<file path="config.mk">
export PLATFORM = sky130hd
export DESIGN_NAME = cube_root_seq_flat
export DESIGN_NICKNAME = d
export VERILOG_FILES = /design/src/rtl/cube_root_seq_if.sv /design/src/rtl/cube_root_seq.sv /design/src/flat_wrapper.sv
export SDC_FILE = /design/constraint.sdc
export NUM_CORES = 1
export LEC_CHECK = 0
export CAP_MARGIN = 40
export CORE_UTILIZATION = 60
export DETAILED_ROUTE_END_ITERATION = 7
export MAX_ROUTING_LAYER = met4
export PLACE_DENSITY_LB_ADDON = 0.25
export REMOVE_ABC_BUFFERS = 1
export SLEW_MARGIN = 20
export SYNTH_ARGS = -nofsm -noshare
export SYNTH_HDL_FRONTEND = slang
export SYNTH_SLANG_ARGS = --single-unit
</file>
<file path="constraint.sdc">
create_clock -name clk -period 5.1 [get_ports clk]
set_input_delay 0.51 -clock clk [delete_from_list [all_inputs] [get_ports clk]]
set_output_delay 0.51 -clock clk [all_outputs]
set_load 0.01 [all_outputs]
</file>
<file path="src/rtl/cube_root_seq_if.sv">
// -----------------------------------------------------------------------------
// cube_root_seq_if
// Request/result bundle for the sequential floor cube-root block.
//   start  : request (master -> slave), sampled only while the block is idle
//   X      : radicand, W bits (master -> slave), latched when start is accepted
//   busy   : high while the block iterates (slave -> master)
//   done   : one-cycle pulse, results valid from this cycle (slave -> master)
//   R      : floor cube root, RW bits (slave -> master)
//   REM    : X - R^3, W bits (slave -> master)
//   exact  : 1 when REM == 0 (slave -> master)
// -----------------------------------------------------------------------------
interface cube_root_seq_if #(
  parameter int W  = 8,
  parameter int RW = 4
);
  logic          start;
  logic [W-1:0]  X;
  logic          busy;
  logic          done;
  logic [RW-1:0] R;
  logic [W-1:0]  REM;
  logic          exact;

  modport master (output start, X, input busy, done, R, REM, exact);
  modport slave  (input start, X, output busy, done, R, REM, exact);
endinterface

</file>
<file path="src/rtl/cube_root_seq.sv">
// -----------------------------------------------------------------------------
// cube_root_seq
// Iterative floor cube root. Candidate r steps up by one per clock while
// (r+1)^3 <= X. The cube and square of r are tracked incrementally, so no
// multiplier is needed:
//   (r+1)^3 = r^3 + 3r^2 + 3r + 1
//   (r+1)^2 = r^2 + 2r + 1
// Ports:
//   clk  : clock, all state changes on the rising edge
//   rst  : synchronous active-high reset, aborts any operation in flight
//   bus  : cube_root_seq_if.slave (start/X in, busy/done/R/REM/exact out)
// Latency from the accepting edge to done is R+1 clocks.
// -----------------------------------------------------------------------------
module cube_root_seq #(
  parameter int W  = 8,
  parameter int RW = 4
) (
  input  logic           clk,
  input  logic           rst,
  cube_root_seq_if.slave bus
);
  // Cube and square of the candidate must never overflow.
  localparam int CW = 3 * RW;

  typedef enum logic [0:0] {
    IDLE = 1'b0,
    CALC = 1'b1
  } state_e;

  state_e        state_q, state_d;
  logic [W-1:0]  xl_q,    xl_d;
  logic [RW-1:0] r_q,     r_d;
  logic [CW-1:0] cube_q,  cube_d;
  logic [CW-1:0] sq_q,    sq_d;
  logic [RW-1:0] root_q,  root_d;
  logic [W-1:0]  rem_q,   rem_d;
  logic          exact_q, exact_d;
  logic          done_q,  done_d;
  logic          busy_s;

  logic [CW-1:0] r_ext_s;
  logic [CW-1:0] xl_ext_s;
  logic [CW-1:0] nc_s;
  logic          over_s;

  // Next candidate cube (r+1)^3 and the stop test against the zero-extended operand.
  always_comb begin
    r_ext_s  = CW'(r_q);
    xl_ext_s = CW'(xl_q);
    nc_s     = cube_q + (sq_q << 1) + sq_q + (r_ext_s << 1) + r_ext_s + CW'(1);
    over_s   = (nc_s > xl_ext_s);
  end

  // State and datapath registers with synchronous reset.
  always_ff @(posedge clk) begin
    if (rst) begin
      state_q <= IDLE;
      xl_q    <= '0;
      r_q     <= '0;
      cube_q  <= '0;
      sq_q    <= '0;
      root_q  <= '0;
      rem_q   <= '0;
      exact_q <= 1'b0;
      done_q  <= 1'b0;
    end else begin
      state_q <= state_d;
      xl_q    <= xl_d;
      r_q     <= r_d;
      cube_q  <= cube_d;
      sq_q    <= sq_d;
      root_q  <= root_d;
      rem_q   <= rem_d;
      exact_q <= exact_d;
      done_q  <= done_d;
    end
  end

  // Next-state logic.
  always_comb begin
    state_d = state_q;
    case (state_q)
      IDLE: begin
        if (bus.start) state_d = CALC;
        else           state_d = IDLE;
      end
      CALC: begin
        if (over_s) state_d = IDLE;
        else        state_d = CALC;
      end
      default: state_d = IDLE;
    endcase
  end

  // Datapath and result next values; results hold until the next completion.
  always_comb begin
    xl_d    = xl_q;
    r_d     = r_q;
    cube_d  = cube_q;
    sq_d    = sq_q;
    root_d  = root_q;
    rem_d   = rem_q;
    exact_d = exact_q;
    done_d  = 1'b0;
    case (state_q)
      IDLE: begin
        if (bus.start) begin
          xl_d   = bus.X;
          r_d    = '0;
          cube_d = '0;
          sq_d   = '0;
        end else begin
          xl_d = xl_q;
        end
      end
      CALC: begin
        if (over_s) begin
          root_d  = r_q;
          // Modular W-bit subtraction equals the truncated full-width difference.
          rem_d   = xl_q - cube_q[W-1:0];
          exact_d = (xl_ext_s == cube_q);
          done_d  = 1'b1;
        end else begin
          r_d    = r_q + RW'(1);
          cube_d = nc_s;
          sq_d   = sq_q + (r_ext_s << 1) + CW'(1);
        end
      end
      default: begin
        done_d = 1'b0;
      end
    endcase
  end

  // Output decode of the state register.
  always_comb begin
    busy_s = 1'b0;
    case (state_q)
      IDLE:    busy_s = 1'b0;
      CALC:    busy_s = 1'b1;
      default: busy_s = 1'b0;
    endcase
  end

  assign bus.busy  = busy_s;
  assign bus.done  = done_q;
  assign bus.R     = root_q;
  assign bus.REM   = rem_q;
  assign bus.exact = exact_q;

endmodule

</file>
<file path="src/flat_wrapper.sv">
// flat-port wrapper written by rule: the top's interface ports become plain ports
module cube_root_seq_flat 
#(
  parameter int W  = 8,
  parameter int RW = 4
)
  (clk, rst, bus_start, bus_X, bus_busy, bus_done, bus_R, bus_REM, bus_exact);
  cube_root_seq_if #(.W(W), .RW(RW)) bus_i ();
  input  logic clk;
  input  logic rst;
  input wire logic [$bits(bus_i.start)-1:0] bus_start;
  input wire logic [$bits(bus_i.X)-1:0] bus_X;
  output wire logic [$bits(bus_i.busy)-1:0] bus_busy;
  output wire logic [$bits(bus_i.done)-1:0] bus_done;
  output wire logic [$bits(bus_i.R)-1:0] bus_R;
  output wire logic [$bits(bus_i.REM)-1:0] bus_REM;
  output wire logic [$bits(bus_i.exact)-1:0] bus_exact;
  assign bus_i.start = bus_start;
  assign bus_i.X = bus_X;
  assign bus_busy = bus_i.busy;
  assign bus_done = bus_i.done;
  assign bus_R = bus_i.R;
  assign bus_REM = bus_i.REM;
  assign bus_exact = bus_i.exact;
  cube_root_seq #(.W(W), .RW(RW)) u_core (.clk(clk), .rst(rst), .bus(bus_i));
endmodule
</file>
==> metrics.txt, run 1 <==
final hold vios 0; clock sinks a little over 50; post-synthesis mux area share 3.10%; Max VDD drop 0.000360 V; arrival time worst endpoint around 5.3 ns; height of the die 82.4 µm; routability cong. 0.879; row cnt 28; post-synthesis cell count approximately 440; primary flip-flop cell chosen by synthesis mapping dfxtp_1; hold slack approximately 0.47 ns; # nets final 553; Reg area 1030 µm²; Setup Viol. Count Final 0; die width 82.4 µm; met1 Use GR 41.8%; number of buffers created by CTS 5; worst-margin pin slew 0.679 ns; root buffer cell clkbuf_8; xor/xnor share of the synthesized area about 3.6%; delay-heaviest family, CP adder cells; share of the synthesized area in the top cell type 26.3%; CP required 5.34 ns; Leak 2.07 nW; Netlist cell types 52; fmax 0.197 GHz; Hold Path Class reg2reg; Worst Skew just over 0.01 ns; P&R area growth vs syn 15.7%; Synth Warn # 0; Multi-input gate area 2660 µm²; Die Area 6790 µm²; vias in the first global route 3074; status finished, final reports clean; core area 6060 µm²; Synth Area in Simple Gates approximately 17%; flop and latch count out of synthesis 51; pin count of the biggest net entering global routing 34; Crit path top cell by count fa_1; fill count 458; Crit path largest cell delay 0.54 ns; Initial Util 64.0%; syn_area_per_cell 8.83 µm²; Reg2Reg Setup Slack ~0.034 ns; Most Crowded Layer GR met2; Post-synth EDFFs 0; antenna violations before repair 0; Critical Path Sink Type register; DRT Pass-1 Iters 5; gr ovfl total 0; Port Buf Inserts 25; complex-gate fraction of the synthesized area about 17%; initial DRC count 346; FF-to-FF End u_core.sq_q[10]$_SDFFE_PP0P_; final WL 9880 µm; Synth area leaders dfxtp_1 (26%), ha_1 (16%), fa_1 (10%); slew margin rel. 54.6%; WP depth 20; Tmin final 5.07 ns; Adder-Cell Fraction of Synth Area between 20% and 30%; CP bufs+invs 4; final instance area 4480 µm²; share of cells above drive strength 1 11.8%; fin crit share 99.3%; Inserted Diodes 0; critical path's slowest cell fa_1; Pwr Density 421 nW/µm²; sequential fraction of the synthesis area 26.3%; placed inst area ~4200 µm²; CP Class reg2reg; DRC Markers 0; post-DP HPWL 7030 µm; worst r2r src u_core.sq_q[2]$_SDFFE_PP0P_; worst skew pair latency 0.31 ns; global-route wire length before repair ~15000 µm; Post-Syn Area 3880 µm²; htree depth 2; CP Capture Point u_core.sq_q[10]$_SDFFE_PP0P_; GRT Util Overall 30.9%; M2 GR Usage a little under half; Max Root-Sink Buffers 2; Critical Path Source u_core.sq_q[2]$_SDFFE_PP0P_; post-synth top area cell dfxtp_1; Post-synth ARST share 0%; max_cap viols 0; CP cell instances inv_4 -> fa_1 -> inv_1 -> fa_1 -> fa_1 -> ha_2 -> inv_2 -> fa_2 -> and2b_1 -> o21a_1 -> nor2_1 -> xnor2_1 -> ha_1 -> o21ai_1 -> o21bai_1 -> o22ai_1 -> nand4_1 -> buf_6 -> or4_1 -> a31oi_1; ANT nets after route 0; count of hold-fix buffers inserted at cts 0; max-slew violations 0; TritonCTS clock tree built; num ports 26; Reg2Reg Depth 20; largest family of logic cells by synthesized area adder cells; crit path max fanout 5; met3 Use GR about 3.6%; per-cell routed wire length 18.0 µm; via count 3433; Worst-path clk slew about 0.10 ns; CP startpoint kind register; Vias/cell 6.25
==> timing repair <==
item | CTS | global route
setup buffers | 1 | 8
resized for setup | 2 | 26
setup endpoints to repair | 4 | 35
endpoints found under the hold margin | 0 | 0
cloned | 0 | 2
pin swaps | 1 | 27
==> sequential cells by signal (all words and copies together) (netlist names) <==
register          cells
u_core.bus.exact      1
u_core.state_q        1
u_core.r_q            4
u_core.bus.R          4
u_core.bus.done       1
u_core.xl_q           8
u_core.bus.REM        8
u_core.sq_q          12
u_core.cube_q        12
==> cells in the final DEF (no fill, tap or decap), types with 14 or more instances in the layout <==
cell	netlist	routed
buf_4	0	18
fa_1	20	19
inv_1	50	45
a21oi_1	20	19
clkdlybuf4s50_1	0	25
nand2_1	49	48
dfxtp_1	51	46
nor2_1	15	15
nand4_1	14	14
ha_1	49	47
==> through the flow <==
stage                     utilization, %  std cells  setup WS [ns]  total power, mW  setup TNS (ns)
after global placement              69.5        530          0.177             1.38               0
final                               74.0        549         0.0336             1.89               0
after CTS                           71.6        539         0.0488             1.73               0
after floorplan                        -        421         0.0510             1.06               0
after detailed placement            69.5        530        0.00536             1.41               0
after global routing                74.0        549         -0.117             1.99           -1.61
==> cells by family after synthesis <==
| group | count (synthesis) |
|---|---|
| AND/OR/NAND/NOR | 129 |
| multiplexers | 12 |
| flip-flops | 51 |
| adder cells (fa/ha/maj) | 69 |
| buffers and inverters | 68 |
| XOR/XNOR | 16 |
| AO/OA/AOI/OAI | 94 |
==> layout make-up <==
type | count | area share (%)
well taps | 75 | 2.09
flip-flops and latches | 51 | 22.9
multi-input cells | 320 | 59.2
inverters | 50 | 4.24
clock inverters | 3 | 1.03
repair buffers | 45 | 8.96
clock buffers | 5 | 1.54
==> layer usage <==
metal  vias up  share of wire, %
met5         -                 0
met4         0               2.9
met3        19               6.6
met2       137                47
met1      1651                44
li1       1626                 -
==> where the power goes <==
group	total [mW]	internal [mW]	switching, mW	leakage, nW
Combinational	1.09	0.440	0.652	1.60
Sequential	0.498	0.451	0.0470	0.416
Clock	0.296	0.148	0.148	0.0548
Total	1.89	1.04	0.847	2.07
==> cells in the mapped netlist, types with 5 or more instances <==
cell type / count
a21o_1: 6
a21oi_1: 20
a31oi_1: 5
and3_1: 7
buf_2: 6
clkbuf_1: 12
dfxtp_1: 51
fa_1: 20
ha_1: 49
inv_1: 50
mux2i_1: 12
nand2_1: 49
nand3_1: 7
nand4_1: 14
nor2_1: 15
nor2b_1: 5
o2111ai_1: 6
o211ai_1: 6
o21ai_0: 13
o31ai_1: 5
o41ai_1: 6
or3_1: 9
or4_1: 6
xnor2_1: 11
xor2_1: 5
==> how the worst min path moves through the flow <==
stage	endpoint	cells after the start	slack [ns]	start
floorplan	u_core.xl_q[1]$_SDFFE_PP0P_	2	0.45	u_core.xl_q[1]$_SDFFE_PP0P_
global placement	u_core.bus.R[0]$_SDFFE_PP0P_	2	0.44	u_core.bus.R[0]$_SDFFE_PP0P_
detailed placement	u_core.bus.REM[6]$_SDFFE_PP0P_	2	0.45	u_core.bus.REM[6]$_SDFFE_PP0P_
CTS	u_core.bus.REM[3]$_SDFFE_PP0P_	2	0.47	u_core.bus.REM[3]$_SDFFE_PP0P_
global route	u_core.bus.REM[3]$_SDFFE_PP0P_	2	0.49	u_core.bus.REM[3]$_SDFFE_PP0P_
finish	u_core.bus.REM[7]$_SDFFE_PP0P_	2	0.47	u_core.bus.REM[7]$_SDFFE_PP0P_
==> worst min-delay path: cells and delay by family, from the launching register on <==
family / cells / cell delay, ns
multiplexers: 1 / 0.06
AND/OR/NAND/NOR: 1 / 0.05
flip-flops: 1 / 0.32
(Power assumes the default switching activity.)
==> inputs of run 2 (changes only) <==
- clock period: 5.1 -> 5.6 ns (I/O delays scaled with it)
==> run 2 against run 1 <==
  * Sequential power is 8.4% lower
  * Largest power group unchanged
  * Die area stayed put
  * Flip-flop and latch count stayed put
  * Combinational power is 19% lower
  * Sequential share of layout area is 0.81 points higher
  * Wire length is 5.2% lower
  * Maximum frequency is 4.6% lower
  * Global-route usage is 0.056 points higher
  * Highest routed layer unchanged
  * Final cell count is 2.4% lower
  * Setup slack better by 0.26 ns
==> metrics.txt, run 2 (same netlist as run 1, synthesis figures left out) <==
CP required 5.84 ns; met1 Use GR 41.2%; Hold Path Class reg2reg; CP startpoint kind register; Die Area 6790 µm²; gr ovfl total 0; CP bufs+invs 4; number of buffers created by CTS 5; FF-to-FF End u_core.sq_q[6]$_SDFFE_PP0P_; CP Capture Point u_core.sq_q[6]$_SDFFE_PP0P_; Setup Viol. Count Final 0; Reg area roughly 1000 µm²; most common cell after layout, fill and taps aside dfxtp_1; Place WS 0.0454 ns; Reg2Reg Setup Slack 0.29 ns; max_cap viols 0; core area roughly 6100 µm²; final instance area 4300 µm²; clock sinks 51; num ports 26; fmax 0.188 GHz; via count between 3000 and 4000; slew margin rel. 49.1%; P&R area growth vs syn 11.0%; hold slack 0.467 ns; setup ws final 0.290 ns; pin count of the biggest net entering global routing 40; top flop regs u_core.cube_q x12, u_core.sq_q x12; worst r2r src u_core.sq_q[1]$_SDFFE_PP0P_; Critical Path Sink Type register; most frequent cells in the layout dfxtp_1 (51), inv_1 (50), nand2_1 (49), ha_1 (49), clkdlybuf4s50_1 (25); Max VDD drop 0.000335 V; global-route wire length before repair 15200 µm; M2 GR Usage 47.9%; Leak 1.98 nW; final hold vios 0; Worst-path clk slew 0.10 ns; row cnt 28; Vias/cell 6.26; Multi-input gate area 2600 µm²; placed inst area ~4200 µm²; antenna violations before repair 0; final WL 9360 µm; per-cell routed wire length 17.5 µm; delay-heaviest family, CP adder cells; Max Root-Sink Buffers 2; Crit path largest cell delay roughly 0.54 ns; max-slew violations 0; # nets final 540; height of the die 82.4 µm; Critical Path Source u_core.sq_q[1]$_SDFFE_PP0P_; DRC Markers 0; post-DP HPWL 7020 µm; DRT Pass-1 Iters 5; htree depth 2; Most Crowded Layer GR met2; fin crit share 94.8%; status finished, final reports clean; Worst Skew 0.00463 ns; Crit path top cell by count fa_1; arrival time worst endpoint 5.55 ns; fin util 71.0%; count of hold-fix buffers inserted at cts 0; crit path max fanout 11; critical path's slowest cell fa_1; CP cell instances inv_1 -> fa_1 -> inv_1 -> fa_1 -> fa_1 -> ha_1 -> inv_1 -> fa_1 -> and2b_1 -> o21a_1 -> nor2_1 -> xnor2_1 -> ha_1 -> o21ai_0 -> o21bai_1 -> o22ai_1 -> nand4_1 -> buf_4 -> or4_1 -> a31oi_1; root buffer cell clkbuf_8; WP depth 20; Hold Path Cell Cnt 2; CP Class reg2reg; GRT Util Overall 30.9%; vias in the first global route 3113; met3 Use GR about 4.3%; ANT nets after route 0; Initial Util 64.0%; worst-margin pin slew 0.761 ns; routability cong. a little under 0.9; worst skew pair latency around 0.31 ns; fill count 476; die width between 80 and 90 µm; TritonCTS clock tree built; initial DRC count about 180; share of cells above drive strength 1 ~4.6%; Port Buf Inserts 25; Pwr Density 364 nW/µm²; Tmin final about 5.3 ns; Inserted Diodes 0; Reg2Reg Depth 20; unrepaired setup endpoints after global routing no; setup TNS 0 ns
[run 2: worst min-delay path by stage]
stage	start	endpoint	slack, ns
2_1_floorplan	u_core.xl_q[1]$_SDFFE_PP0P_	u_core.xl_q[1]$_SDFFE_PP0P_	0.45
3_3_place_gp	u_core.bus.R[0]$_SDFFE_PP0P_	u_core.bus.R[0]$_SDFFE_PP0P_	0.44
3_5_place_dp	u_core.bus.R[3]$_SDFFE_PP0P_	u_core.bus.R[3]$_SDFFE_PP0P_	0.46
4_1_cts	u_core.bus.R[3]$_SDFFE_PP0P_	u_core.bus.R[3]$_SDFFE_PP0P_	0.47
5_1_grt	u_core.bus.REM[5]$_SDFFE_PP0P_	u_core.bus.REM[5]$_SDFFE_PP0P_	0.49
6_report	u_core.bus.R[3]$_SDFFE_PP0P_	u_core.bus.R[3]$_SDFFE_PP0P_	0.47
[run 2: worst register-to-register path, cell delays in order, from the launching register on]
cell and delay [ns]:
dfxtp_1 0.39, inv_1 0.12, fa_1 0.54, inv_1 0.05, fa_1 0.49, fa_1 0.54
ha_1 0.19, inv_1 0.06, fa_1 0.41, and2b_1 0.24, o21a_1 0.11, nor2_1 0.04
xnor2_1 0.20, ha_1 0.28, o21ai_0 0.22, o21bai_1 0.10, o22ai_1 0.18, nand4_1 0.13
buf_4 0.21, or4_1 0.52, a31oi_1 0.20
[run 2: timing repair]
action	4_1_cts	5_1_grt
pin swaps	0	1
setup buffers	0	1
resized for setup	1	0
setup endpoints to repair	1	32
[run 2: per-stage QoR]
stage | power [mW] | cells
2_1_floorplan | 0.966 | 421
3_3_place_gp | 1.26 | 527
3_5_place_dp | 1.29 | 527
4_1_cts | 1.53 | 535
5_1_grt | 1.66 | 536
6_report | 1.57 | 536
[run 2: per-layer routing]
metal  vias up  wire length (µm)
met5         -                 0
met4         0               260
met3        19               638
met2       143              4340
met1      1588              4120
li1       1606                 -
[run 2: final cells by class]
type,instances,area share (%)
multi-input combinational,320,60.4
tap,75,2.18
sequential,51,23.7
clock buffer,6,1.92
timing repair buffer,32,7.03
clock inverter,2,0.378
inverter,50,4.36
[run 2: report_power, final]
| part | total (mW) | internal (mW) | leakage, nW | switching [mW] |
|---|---|---|---|---|
| Combinational | 0.878 | 0.335 | 1.52 | 0.542 |
| Clock | 0.234 | 0.101 | 0.0474 | 0.133 |
| Sequential | 0.456 | 0.409 | 0.413 | 0.0471 |
==> inputs of run 3 (changes only) <==
--- a/config.mk
+++ b/config.mk
@@ -7,4 +7,5 @@
 export LEC_CHECK = 0
 export CAP_MARGIN = 40
+export CORE_ASPECT_RATIO = 0.75
 export CORE_UTILIZATION = 60
 export DETAILED_ROUTE_END_ITERATION = 7
==> constraint.sdc (replaced) <==
create_clock -name clk -period 5.6 [get_ports clk]
set_input_delay 0.56 -clock clk [delete_from_list [all_inputs] [get_ports clk]]
set_output_delay 0.56 -clock clk [all_outputs]
set_load 0.02 [all_outputs]
==> run 3 against run 2 <==
  * Critical endpoint is now u_core.bus.REM[5]$_SDFFE_PP0P_
  * Critical path depth unchanged
  * Non-clock buffer count shrank 1
  * Final area rose by 0.12%
  * Core utilization rose by 0.73 points
==> metrics.txt, run 3 (same netlist as run 1, synthesis figures left out) <==
per-cell routed wire length 18.0 µm; crit path max fanout 21; Setup Viol. Count Final 0; fin util between 70% and 80%; top flop regs u_core.cube_q x12, u_core.sq_q x12; vias in the first global route between 3000 and 4000; Reg area around 1000 µm²; worst skew pair latency 0.32 ns; unrepaired setup endpoints after global routing no; Multi-input gate area around 2600 µm²; setup TNS 0 ns; Port Buf Inserts 25; height of the die a little over 70 µm; routability cong. 0.920; share of cells above drive strength 1 roughly 4.3%; clock sinks a little over 50; Vias/cell 6.27; status finished, final reports clean; Pwr Density 370 nW/µm²; arrival time worst endpoint 5.48 ns; Leak around 2.0 nW; htree depth 2; CP startpoint kind register; CP required 5.85 ns; fin crit share 93.4%; Hold Path Class reg2reg; post-DP HPWL 7340 µm; PostCTS Resize Cnt 0; Tmin final 5.23 ns; GRT Util Overall 32.0%; number of buffers created by CTS 5; via count 3374; DRC Markers 0; most common cell after layout, fill and taps aside dfxtp_1; P&R area growth vs syn 11.2%; Max VDD drop between 0.00015 and 0.0002 V; ANT nets after route 0; final WL a little under 10000 µm; Inserted Diodes 0; gr ovfl total 0; max-slew violations 0; most frequent cells in the layout dfxtp_1 (51), inv_1 (50), nand2_1 (49), ha_1 (49), clkdlybuf4s50_1 (25); count of hold-fix buffers inserted at cts 0; root buffer cell clkbuf_8; TritonCTS clock tree built; Worst-path clk slew 0.10 ns; die width about 95 µm; slew margin rel. 52.2%; Die Area 6790 µm²; CP Class reg2reg; worst-margin pin slew 0.715 ns; Post-CTS Setup Bufs 0; initial DRC count 257; DRT Pass-1 Iters 5; antenna violations before repair 0; Critical Path Sink Type register; core area approximately 6000 µm²; global-route wire length before repair approximately 16000 µm; max_cap viols 0; Max Root-Sink Buffers 2; Worst Skew 0.00958 ns; final hold vios 0; fmax roughly 0.19 GHz; row cnt 24; Initial Util 64.5%; fill count 474; pin count of the biggest net entering global routing 39; # nets final 539; num ports 26
==> run 3: changes by cell type in the layout (fill, tap and decap cells not counted) <==
cell / before / now
clkbuf_8: 6 / 5
clkinv_4: 1 / 0
inv_6: 0 / 1
buf_4: 7 / 6
o21ai_2: 0 / 1
o21ai_4: 1 / 0
bufinv_16: 0 / 1
==> run 3: power by group <==
group,internal (mW),switching [mW],leakage (nW),total (mW)
registers,0.409,0.0473,0.413,0.456
clock network,0.135,0.136,0.0548,0.271
logic,0.320,0.548,1.51,0.867
total,0.864,0.731,1.98,1.59
==> run 3: area by class of cell <==
class / count / share of cell area, %
clock inverter: 3 / 1.07
inverter: 50 / 4.36
timing repair buffer: 31 / 6.85
sequential: 51 / 23.7
multi-input combinational: 320 / 60.2
tap: 78 / 2.26
clock buffer: 5 / 1.60
==> run 3: routing by layer <==
metal  track usage, %  up-vias  wire, µm
met2             48.4      157      4320
met5                -        -         0
li1                 -     1605         -
met3             6.26       14       856
met1             44.6     1598      4400
met4             6.90        0       114
==> run 3: critical path, cell delays in order (launching register included) <==
cell and delay, ns:
dfxtp_1 0.39, inv_1 0.12, fa_1 0.54, inv_1 0.05, fa_1 0.49, fa_1 0.53
ha_1 0.19, inv_1 0.07, fa_1 0.41, and2b_1 0.24, o21a_1 0.12, nor2_1 0.04
xnor2_1 0.19, ha_1 0.28, o21ai_0 0.15, o21bai_1 0.08, o22ai_1 0.17, nand4_1 0.11
buf_4 0.24, o21ai_2 0.48, mux2i_1 0.27
==> run 3: worst paths after layout <==
kind	startpoint	endpoint	slack [ns]	cells after the start
worst max-delay path	u_core.sq_q[1]$_SDFFE_PP0P_	u_core.bus.REM[5]$_SDFFE_PP0P_	0.37	20
worst max register to register	u_core.sq_q[1]$_SDFFE_PP0P_	u_core.bus.REM[5]$_SDFFE_PP0P_	0.37	20
worst min-delay path	u_core.bus.REM[2]$_SDFFE_PP0P_	u_core.bus.REM[2]$_SDFFE_PP0P_	0.46	2
worst min register to register	u_core.bus.REM[2]$_SDFFE_PP0P_	u_core.bus.REM[2]$_SDFFE_PP0P_	0.46	2
==> run 3: through the flow <==
step / instances / cell area (µm²) / worst slack, ns / hold WS [ns] / total power, mW
after global placement: 530 / 4190 / 0.625 / 0.441 / 1.27
final: 538 / 4310 / 0.371 / 0.461 / 1.59
after floorplan: 421 / 3800 / 0.551 / 0.447 / 0.987
after CTS: 538 / 4310 / 0.395 / 0.466 / 1.57
after global routing: 538 / 4310 / 0.0204 / 0.491 / 1.70
after detailed placement: 530 / 4190 / 0.417 / 0.452 / 1.31
==> RTL change 1 (settings of run 3) <==
`RW` is set to 4 in 3 places; all go to 8.
--- a/src/rtl/cube_root_seq_if.sv
+++ b/src/rtl/cube_root_seq_if.sv
@@ -11,7 +11,7 @@
 // -----------------------------------------------------------------------------
 interface cube_root_seq_if #(
   parameter int W  = 8,
-  parameter int RW = 4
+  parameter int RW = 8
 );
   logic          start;
   logic [W-1:0]  X;
--- a/src/rtl/cube_root_seq.sv
+++ b/src/rtl/cube_root_seq.sv
@@ -13,7 +13,7 @@
 // -----------------------------------------------------------------------------
 module cube_root_seq #(
   parameter int W  = 8,
-  parameter int RW = 4
+  parameter int RW = 8
 ) (
   input  logic           clk,
   input  logic           rst,
--- a/src/flat_wrapper.sv
+++ b/src/flat_wrapper.sv
@@ -2,7 +2,7 @@
 module cube_root_seq_flat 
 #(
   parameter int W  = 8,
-  parameter int RW = 4
+  parameter int RW = 8
 )
   (clk, rst, bus_start, bus_X, bus_busy, bus_done, bus_R, bus_REM, bus_exact);
   cube_root_seq_if #(.W(W), .RW(RW)) bus_i ();
Ports: changed (resized bus_R); port bits go from 26 to 30. No check against the original RTL was run, so the function may have changed too.
==> RTL change 1 against run 3 <==
The flow now finishes with violations (design-rule violations). Power is 59% higher. Sequential power is 49% higher. Largest cell class unchanged. Clock power is 150% higher. Critical path depth is 1 lower. Global-route usage is 0.50 points higher. Synthesized area is 75% higher. Worst setup slack worse by 0.22 ns. Non-clock buffer count is 30 higher. Sequential cell count is 32 higher. Design area is 82% higher. Sequential share of layout area is 2.4 points lower. Cell count is 75% higher. Wire length is 86% higher. Critical endpoint is now u_core.sq_q[11].
==> RTL change 1: results (changes against run 3) <==
The flow ran to the end, but the final reports show violations. The final reports fail on design-rule violations. The number of global-route vias before repair was 5600 (was 3294). The tools report the final worst clock skew as 0.00629 ns (was 0.00958 ns). The post-detailed-routing wire length came out at 18000 um (was 9690 um). The run gives 32.5% (was 32.0%) as the global router's overall resource usage.

The synthesized-area fraction occupied by xor and xnor cells works out to 4.26% (was 3.62%). The fraction of the mapped netlist area in compound gates is 16.0% (was 17.0%), and the proportion of total power due to net switching is 37.5% (was 45.8%). The run gives 938 (was 539) as the total number of nets in the final design.

The arithmetic-cell share of the synthesized area counting full adders, half adders and majority gates was 28.2% (was 26.1%). The routability congestion estimate is 0.918 (was 0.920). The filler cell count was 805 (was 474). Standard cell with the maximum stage delay on the critical path: sky130_fd_sc_hd__or4_4 (was sky130_fd_sc_hd__fa_1). Number of clock buffers inserted by TritonCTS: 9 (was 5). The slew at the pin with the worst max-slew slack is 0.697 ns (was 0.715 ns), and the number of distinct library cell variants in the gate-level netlist after synthesis is 65 (was 52). The run gives 3 (was 2) as the count of H-tree levels built during CTS. The count of buffers from port buffering came out at 29 (was 25).

Clock root buffer master: sky130_fd_sc_hd__clkbuf_16 (was sky130_fd_sc_hd__clkbuf_8). For the power of the sequential group, the log shows 0.000679 W (was 0.000456 W). The static leakage was 3.77 nW (was 1.98 nW). For the clock latency on the worst-skew pair, the log shows 0.34 ns (was 0.32 ns). The share of synthesized area spent on multiplexers was 3.67% (was 3.10%); the post-synthesis sequential area ratio was 24.5% (was 26.3%).

The residual DRC count came out at 2 (was 0). Most used standard cells in the synthesized netlist: 89 x sky130_fd_sc_hd__ha_1, 84 x sky130_fd_sc_hd__inv_1, 83 x sky130_fd_sc_hd__dfxtp_1, 56 x sky130_fd_sc_hd__nand2_1, 49 x sky130_fd_sc_hd__nor2_1 (was 51 x sky130_fd_sc_hd__dfxtp_1, 50 x sky130_fd_sc_hd__inv_1, 49 x sky130_fd_sc_hd__ha_1, 49 x sky130_fd_sc_hd__nand2_1).
[RTL change 1: layout make-up]
type                    instances  share of cell area (%)
repair buffers                 61                    6.93
clock buffers                   9                    2.87
inverters                      84                    4.02
clock inverters                 5                    1.33
multi-input cells             559                    61.3
well taps                     140                    2.24
flip-flops and latches         83                    21.3
[RTL change 1: stage by stage]
step	instances	instance area, um^2	power, W
6_report	941	7840	0.00254
5_1_grt	941	7840	0.00267
4_1_cts	929	7650	0.00247
3_5_place_dp	910	7260	0.00176
3_3_place_gp	910	7260	0.00172
2_1_floorplan	726	6650	0.00134
[RTL change 1: metal layers]
| layer | wire, um | part of all wire (%) | GRT usage [%] |
|---|---|---|---|
| met1 | 8300 | 46 | 43.9 |
| met2 | 7960 | 44 | 49.8 |
| met3 | 1390 | 7.7 | 7.00 |
| met4 | 357 | 2.0 | 8.33 |
| met5 | 0 | 0 | - |
[RTL change 1: how the worst max path moves through the flow]
stage,to,depth (start not counted),slack [ns]
after global routing,u_core.bus.R[3],24,-0.04
after detailed placement,u_core.sq_q[0],24,-0.005
final,u_core.sq_q[11],19,0.15
after CTS,u_core.bus.R[5],24,0.02
after global placement,u_core.sq_q[0],24,0.18
after floorplan,u_core.r_q[0],22,-1.05
[RTL change 1: cell families after synthesis]
logic type,count (synthesis)
XOR/XNOR,33
AO/OA/AOI/OAI,158
multiplexers,24
adder cells (fa/ha/maj),129
flip-flops,83
buffers and inverters,117
AND/OR/NAND/NOR,215
[RTL change 1: repair_timing]
action                     CTS  global route
resized for setup            6            25
pin swaps                    7            25
setup endpoints to repair   47            70
gates cloned                 1             0
buffers inserted             4            11
==> RTL change 2 (config.mk and constraints of run 3) <==
Without the edit above. Reset style: asynchronous (`rst`), changed in one clocked block. Comments in the files are not updated.
--- a/src/rtl/cube_root_seq.sv
+++ b/src/rtl/cube_root_seq.sv
@@ -52,7 +52,7 @@
   end
 
   // State and datapath registers with synchronous reset.
-  always_ff @(posedge clk) begin
+  always_ff @(posedge clk or posedge rst) begin
     if (rst) begin
       state_q <= IDLE;
       xl_q    <= '0;
Check against the original RTL: differs if rst is asserted again (counterexample within 4 cycles, from zero or initial values and one cycle with rst high); with rst held inactive, the same outputs for 10 cycles.
==> RTL change 2 against run 3 <==
Via count is 6.6% lower. Synthesized area up 4.8%. Non-clock buffer count increased by 7. Critical path depth fell by 1. Worst setup slack got worse by 0.19 ns. Design area grew 7.3%. Sequential cell count is the same. Die area rose by 4.7%. Wire length is 5.3% lower. Maximum frequency down 3.5%. Critical endpoint is now u_core.sq_q[6].
Power is not compared: it rests on default switching activity, and its combinational part moved more than twofold at a synthesized area within 25%.
==> RTL change 2: results (changes against run 3) <==
The run gives 3150 (was 3374) as the total number of vias. The start point of the worst min-delay path is u_core.bus.REM[4] (was u_core.bus.REM[2]). The wire length of the first global-routing pass came out at 15400 um (was 16100 um). Most used standard cells in the synthesized netlist: 60 x sky130_fd_sc_hd__inv_1, 51 x sky130_fd_sc_hd__dfrtp_1, 49 x sky130_fd_sc_hd__ha_1, 21 x sky130_fd_sc_hd__o21ai_0 (was 51 x sky130_fd_sc_hd__dfxtp_1, 50 x sky130_fd_sc_hd__inv_1, 49 x sky130_fd_sc_hd__ha_1, 49 x sky130_fd_sc_hd__nand2_1).

The tools report the count of cells resized by post-cts repair as 1 (was 0). The run gives 0.00441 mm^2 (was 0.00419 mm^2) as the cell area after placement. Time the worst path needs with I/O delays and setup: 5.42 ns (was 5.23 ns).

The half-perimeter wire length of the detailed placement result was 6780 um (was 7340 um). The tools report the global router's overall resource usage as 28.6% (was 32.0%). The post-synthesis sequential area ratio was 31.4% (was 26.3%). For the post-placement setup slack, the log shows 0.0257 ns (was 0.417 ns). Area contributors post-synth: sky130_fd_sc_hd__dfrtp_1 31%, sky130_fd_sc_hd__ha_1 15%, sky130_fd_sc_hd__fa_1 9.9% (was sky130_fd_sc_hd__dfxtp_1 26%, sky130_fd_sc_hd__ha_1 16%, sky130_fd_sc_hd__fa_1 10%).

The layout cell share with drive strength beyond 1 works out to 10.2% (was 4.35%). The run finished with clean final reports. Number of instances in the placed design: 507 (was 530).

The worst reg2reg path startpoint was u_core.sq_q[1] (unchanged). The run gives 182 (was 257) as the number of DRC markers in iteration 0. The number of instances in the synthesized netlist is 407 (was 439). Worst hold path cell count: 1 (was 2). The share of async-settable or async-resettable flops after synthesis is 100% (was 0%), and the number of distinct library cell variants in the gate-level netlist after synthesis is 53 (was 52). The slack of the worst reg-to-reg path is 0.18 ns (was 0.37 ns), and the routed wirelength normalized by instance count is 17.6 um (was 18.0 um). The routability congestion estimate came out at 0.825 (was 0.920). The slew at the pin with the worst max-slew slack is 0.684 ns (was 0.715 ns).

The leading register cell type out of synthesis is sky130_fd_sc_hd__dfrtp_1 (was sky130_fd_sc_hd__dfxtp_1).
==> RTL change 2: cell count changes in the layout (fill, tap and decap cells not counted), sizes merged, moves of 6 or more <==
cell / change
buf: +6
dfrtp: +51
dfxtp: -51
inv: +9
mux2: +18
mux2i: -6
nand2: -28
nand4: -9
o2111ai: -6
o211ai: +7
o21ai: +14
o41ai: -6
==> RTL change 2: logic make-up (layout without fill, tap and decap cells) <==
family / count (synthesis) / count (layout) / synth area share (%)
AOI/OAI and AO/OA: 87 / 87 / 13.7
xor gates and xnor gates: 15 / 15 / 3.57
adders and majority gates: 69 / 69 / 25.0
buffers and inverters: 72 / 105 / 7.36
DFF: 51 / 51 / 31.4
muxes: 24 / 24 / 7.12
and+or+nand+nor: 89 / 89 / 11.8
==> RTL change 2: worst min-delay path by stage <==
stage	endpoint	slack, ns
CTS	u_core.bus.REM[4]	0.51
global placement	u_core.bus.REM[3]	0.49
detailed placement	u_core.bus.REM[4]	0.49
global route	u_core.bus.REM[3]	0.53
floorplan	u_core.cube_q[3]	0.50
finish	u_core.bus.REM[4]	0.51
==> RTL change 2: routing by layer <==
metal  vias up  GRT usage, %  part of all wire, %
met4         0          5.80                 0.93
li1       1475             -                    -
met5         -             -                    0
met1      1545          40.3                   46
met3        11          4.76                  6.3
met2       119          44.3                   47
==> RTL change 2: layout make-up <==
cell class                      count  area [um^2]
Sequential cell                    51         1280
Fill cell                         434         1790
Inverter                           60          225
Clock inverter                      1         30.0
Clock buffer                        6         72.6
Tap cell                           81          101
Timing Repair Buffer               38          403
Multi-Input combinational cell    284         2510
==> RTL change 2: worst register-to-register path, cell delays in order, from the launching register on <==
cell and delay [ns]:
sky130_fd_sc_hd__dfrtp_1 0.39, sky130_fd_sc_hd__inv_1 0.12, sky130_fd_sc_hd__fa_1 0.55, sky130_fd_sc_hd__inv_1 0.06, sky130_fd_sc_hd__fa_1 0.48, sky130_fd_sc_hd__fa_1 0.54, sky130_fd_sc_hd__ha_1 0.25, sky130_fd_sc_hd__inv_1 0.08
sky130_fd_sc_hd__fa_1 0.41, sky130_fd_sc_hd__nor2b_1 0.21, sky130_fd_sc_hd__o31a_1 0.22, sky130_fd_sc_hd__a21oi_1 0.10, sky130_fd_sc_hd__ha_1 0.32, sky130_fd_sc_hd__nand4_1 0.12, sky130_fd_sc_hd__nand2b_1 0.19, sky130_fd_sc_hd__a211oi_2 0.31
sky130_fd_sc_hd__nand4_4 0.19, sky130_fd_sc_hd__buf_12 0.19, sky130_fd_sc_hd__or4_1 0.47, sky130_fd_sc_hd__o311ai_0 0.10
==> RTL change 2: power breakdown <==
part | switching (W) | internal [W] | leakage (nW)
clock network | 0.000121 | 0.000131 | 0.0513
registers | 0.000104 | 0.000480 | 0.672
logic | 0.000986 | 0.000831 | 1.58
total | 0.00121 | 0.00144 | 2.30
